[src/rtl/multi_channel_timer.sv]
// N-channel triggered down-counter timer with one-shot or periodic auto-reload per channel.
// Optional feature: define MULTI_TIMER_ABORT_EN to add the per-channel abort_i port.
module multi_channel_timer #(
  parameter int unsigned CHANNELS     = 2,
  parameter int unsigned COUNTER_BITS = 8
) (
  input  logic                             clk_i,
  input  logic                             reset_i,
  input  logic                             clk_en_i,
  input  logic [CHANNELS-1:0]              en_i,
  input  logic [CHANNELS*COUNTER_BITS-1:0] count_i,
  input  logic [CHANNELS-1:0]              trigger_i,
  input  logic [CHANNELS-1:0]              periodic_i,
`ifdef MULTI_TIMER_ABORT_EN
  input  logic [CHANNELS-1:0]              abort_i,
`endif
  output logic [CHANNELS-1:0]              done_o,
  output logic [CHANNELS-1:0]              rdy_o,
  output logic [CHANNELS-1:0]              expired_o
);

  typedef enum logic [1:0] {StIdle, StRun, StDone} state_e;

  localparam logic [COUNTER_BITS-1:0] CntOne = COUNTER_BITS'(1);

  state_e                  state_q [CHANNELS];
  state_e                  state_d [CHANNELS];
  logic [COUNTER_BITS-1:0] cnt_q   [CHANNELS];
  logic [COUNTER_BITS-1:0] cnt_d   [CHANNELS];
  logic [CHANNELS-1:0]     expired_q, expired_d;
  logic [CHANNELS-1:0]     abort;

`ifdef MULTI_TIMER_ABORT_EN
  assign abort = abort_i;
`else
  assign abort = '0;
`endif

  always_comb begin
    for (int i = 0; i < CHANNELS; i++) begin
      state_d[i]   = state_q[i];
      cnt_d[i]     = cnt_q[i];
      expired_d[i] = 1'b0;
      case (state_q[i])
        StIdle, StDone: begin
          if (clk_en_i && trigger_i[i]) begin
            cnt_d[i]   = count_i[i*COUNTER_BITS +: COUNTER_BITS];
            state_d[i] = StRun;
          end
        end
        StRun: begin
          if (clk_en_i && en_i[i]) begin
            if (cnt_q[i] != '0) begin
              cnt_d[i] = cnt_q[i] - CntOne;
            end else begin
              expired_d[i] = 1'b1;
              if (periodic_i[i]) begin
                cnt_d[i] = count_i[i*COUNTER_BITS +: COUNTER_BITS];
              end else begin
                state_d[i] = StDone;
              end
            end
          end
        end
        default: state_d[i] = StIdle;
      endcase
      // Abort wins over trigger and over a same-cycle expiry, suppressing the pulse.
      if (abort[i]) begin
        state_d[i]   = StIdle;
        cnt_d[i]     = '0;
        expired_d[i] = 1'b0;
      end
    end
  end

  always_ff @(posedge clk_i) begin
    if (reset_i) begin
      for (int i = 0; i < CHANNELS; i++) begin
        state_q[i] <= StIdle;
        cnt_q[i]   <= '0;
      end
      expired_q <= '0;
    end else begin
      for (int i = 0; i < CHANNELS; i++) begin
        state_q[i] <= state_d[i];
        cnt_q[i]   <= cnt_d[i];
      end
      expired_q <= expired_d;
    end
  end

  always_comb begin
    for (int i = 0; i < CHANNELS; i++) begin
      done_o[i] = (state_q[i] == StDone);
      rdy_o[i]  = (state_q[i] != StRun);
    end
  end

  assign expired_o = expired_q;

endmodule
[config.mk]
export PLATFORM = sky130hd
export DESIGN_NAME = multi_channel_timer
export DESIGN_NICKNAME = d
export VERILOG_FILES = /design/src/rtl/multi_channel_timer.sv
export SDC_FILE = /design/constraint.sdc
export NUM_CORES = 1
export LEC_CHECK = 0
export ABC_CLOCK_PERIOD_IN_PS = 2900
export CAP_MARGIN = 15
export CORE_MARGIN = 3
export CORE_UTILIZATION = 40
export DETAILED_ROUTE_END_ITERATION = 7
export DONT_BUFFER_PORTS = 1
export SYNTH_ARGS = -nofsm -noshare
export SYNTH_HDL_FRONTEND = slang
export SYNTH_SLANG_ARGS = --single-unit
[constraint.sdc]
create_clock -name clk_i -period 2.9 [get_ports clk_i]
set_input_delay 0.58 -clock clk_i [delete_from_list [all_inputs] [get_ports clk_i]]
set_output_delay 0.58 -clock clk_i [all_outputs]
set_load 0.02 [all_outputs]
==> flow_summary.toml <==
[logic_synthesis]
synth-xor-area-share = 0
synthMuxAreaShare = 0.0258
yosys_most_used_dff = "dfxtp_1"
netlist_instances = 188
netlist_area_sq_mm = 0.00155
synth-compound-area-share = 0.341
yosys.area_share.simple = 0.277
synth_top_family_by_area = "compound AO/OA/AOI/OAI gates"
synth_adder_area_share = 0.0323
yosysWarnings = 0
ys_async_sr_fraction = 0
avgSynthCellArea_sq_um = 8.25
synth_fp_nets = 217
synth_edf_count = 0
ys_seq_area_frac = 0.284
ys_seq_elements = 22
ys_types = 53

[clocking]
cts_inserted_buffers = 3
hold_buffers = 0
postCtsSetupBuffers = 0
h-tree-depth = 1
clk_path_buf_depth = 2
path_clk_slew_ns = 0.09
cts.repair.resized = 0
clk_latency_ns = 0.27
clock-sinks = 22
cts_tree = "built"
root_buffer = "clkbuf_8"

[floorplan]
die_x_um = 68.3
die_h_um = 68.3
io_pins = 31
initial_utilization = 0.421
floorplan.die_area_sq_mm = 0.00466
coreArea_sq_mm = 0.00369
row_count = 22

[pwr]
power.net_switching_mw = 0.330
p_seq_frac = 0.376
vdd_drop_max_v = 0.000301
intPower_mw = 0.631
pwr-share-comb = 0.314
p_leak_nw = 0.593
power_density_mw_per_mm2 = 573
clkPwrFrac = 0.309
swShare = 0.343

[hold_path]
hold_path.class = "in -> reg"

[final_layout]
diodes = 0
final_cell_mix = "22 x dfxtp_1, 18 x nand2_1, 12 x nor2_1"
drive_above_1_share = 0.0904
final_nets = 218
nFillCells = 379
syn_to_final_growth_pct = 8.15
final_util = 0.455
final_common_cell = "dfxtp_1"

[detailed_routing]
drc_errors = 0
vias_per_cell = 6.72
avgRoutedWirePerCell_um = 18.8
wl_um = 4450
final_antenna_net_count = 0
drtIter0Drc = 220
dr_total_vias = 1586
firstDrtPassIters = 4

[grt]
antenna_found_initial = 0
grt-ovfl-total = 0
grtUsageTotal = 0.204
grt_pass1_vias = 1518
grt_max_degree = 24
grt_pass1_wl_um = 7270

[job]
drv_cap = 0

[sta]
rsz0062_at_grt = "no"
period_share = 0.789
maxSlewViolCount = 0
worst_pin_slew_ns = 0.763
finalSetupViolations = 0
slew_headroom = 0.486
fmax_mhz = 437
hold_violations = 0
setup_tns_ns = 0
fin_crit_ns = 2.29
skew_ns = 0.00428

[worst_setup_path]
worst_setup_path_start_kind = "flop"
crit_path_end_kind = "flop"
critical_path_class = "reg -> reg"
critPathMaxFanout = 5
critPathArrivalTime_ns = 2.45
required_ns = 3.06

[place]
hpwl_um = 3240
gp_congestion = 1.05
portBuffers = 0

[run_status]
status = "finished clean"
## per-stage QoR
step | cell area [sq um] | power [mW] | instances | worst slack (ns) | hold slack, ns
final | 1680 | 0.962 | 236 | 0.611 | 0.374
after global routing | 1680 | 1.02 | 236 | 0.504 | 0.350
after CTS | 1680 | 0.963 | 236 | 0.679 | 0.361
after detailed placement | 1610 | 0.663 | 232 | 0.715 | 0.474
after global placement | 1610 | 0.657 | 232 | 0.771 | 0.468
after floorplan | 1550 | 0.600 | 188 | 0.948 | 0.454
## sequential cells by signal (all words and copies together), names as in the netlist
| signal | count |
|---|---|
| cnt_q | 16 |
| state_q | 4 |
| expired_o | 2 |
## power groups by stage
stage / logic [mW] / clock network [mW] / registers [mW]
5_1_grt: 0.333 / 0.318 / 0.365
2_1_floorplan: 0.243 / 0 / 0.356
3_5_place_dp: 0.296 / 0 / 0.367
6_report: 0.302 / 0.298 / 0.362
3_3_place_gp: 0.291 / 0 / 0.365
4_1_cts: 0.298 / 0.304 / 0.360
## cells in the mapped netlist, drive strengths merged (2+ instances only)
library cell / instances / share of area
inv: 9 / 0.022
nand2b: 3 / 0.012
mux2i: 4 / 0.026
nand2: 19 / 0.048
nand4b: 2 / 0.011
o211a: 6 / 0.039
or3: 3 / 0.012
dfxtp: 22 / 0.28
o21ai: 6 / 0.019
nor3: 5 / 0.016
nor2b: 6 / 0.024
nor4: 6 / 0.032
nand4: 2 / 0.0081
a221oi: 4 / 0.023
o22ai: 2 / 0.0081
o2111ai: 4 / 0.023
and2: 2 / 0.0081
ha: 4 / 0.032
o21a: 3 / 0.015
clkbuf: 6 / 0.015
o31ai: 7 / 0.037
or4b: 2 / 0.013
nor2: 12 / 0.029
a211oi: 5 / 0.024
a32oi: 2 / 0.011
a21oi: 11 / 0.038
nand3: 2 / 0.0065
or4: 4 / 0.022
o32ai: 8 / 0.045
## worst paths after layout
check	cells past startpoint	slack, ns	to	start
max	6	0.61	cnt_q[0][15]	cnt_q[0][8]
min	1	0.37	state_q[0][1]	reset_i
max reg2reg	6	0.61	cnt_q[0][15]	cnt_q[0][8]
min reg2reg	2	0.49	state_q[0][3]	state_q[0][3]
## area by class of cell
| type | instances | area (sq um) | area share |
|---|---|---|---|
| multi-input cells | 150 | 1050 | 0.626 |
| flip-flops and latches | 22 | 440 | 0.262 |
| well taps | 48 | 60.1 | 0.0358 |
| clock buffers | 3 | 41.3 | 0.0246 |
| inverters | 9 | 33.8 | 0.0201 |
| clock inverters | 1 | 30.0 | 0.0179 |
| repair buffers | 3 | 22.5 | 0.0134 |
## critical path, stage by stage, from the launching register on
cell and delay, ns:
dfxtp_1 0.36, inv_1 0.11, ha_1 0.21, or4b_1 0.52, o31ai_2 0.46, a21oi_1 0.20, a2111oi_2 0.34
## routing by layer
layer  track usage  part of all wire  vias to the layer above
met5             0                 0                        -
met4        0.0471             0.011                        0
met3        0.0509             0.073                        6
met2         0.371              0.50                       66
met1         0.238              0.42                      762
li1              -                 -                      752
## cell families (layout without fill, tap and decap cells)
group                    count (synthesis)  in the layout
multiplexers                             4              4
adder cells (fa/ha/maj)                  4              4
buffers and inverters                   16             16
AND/OR/NAND/NOR                         74             74
flip-flops                              22             22
AO/OA/AOI/OAI                           68             68
No activity file was read; power rests on OpenSTA's default activity.
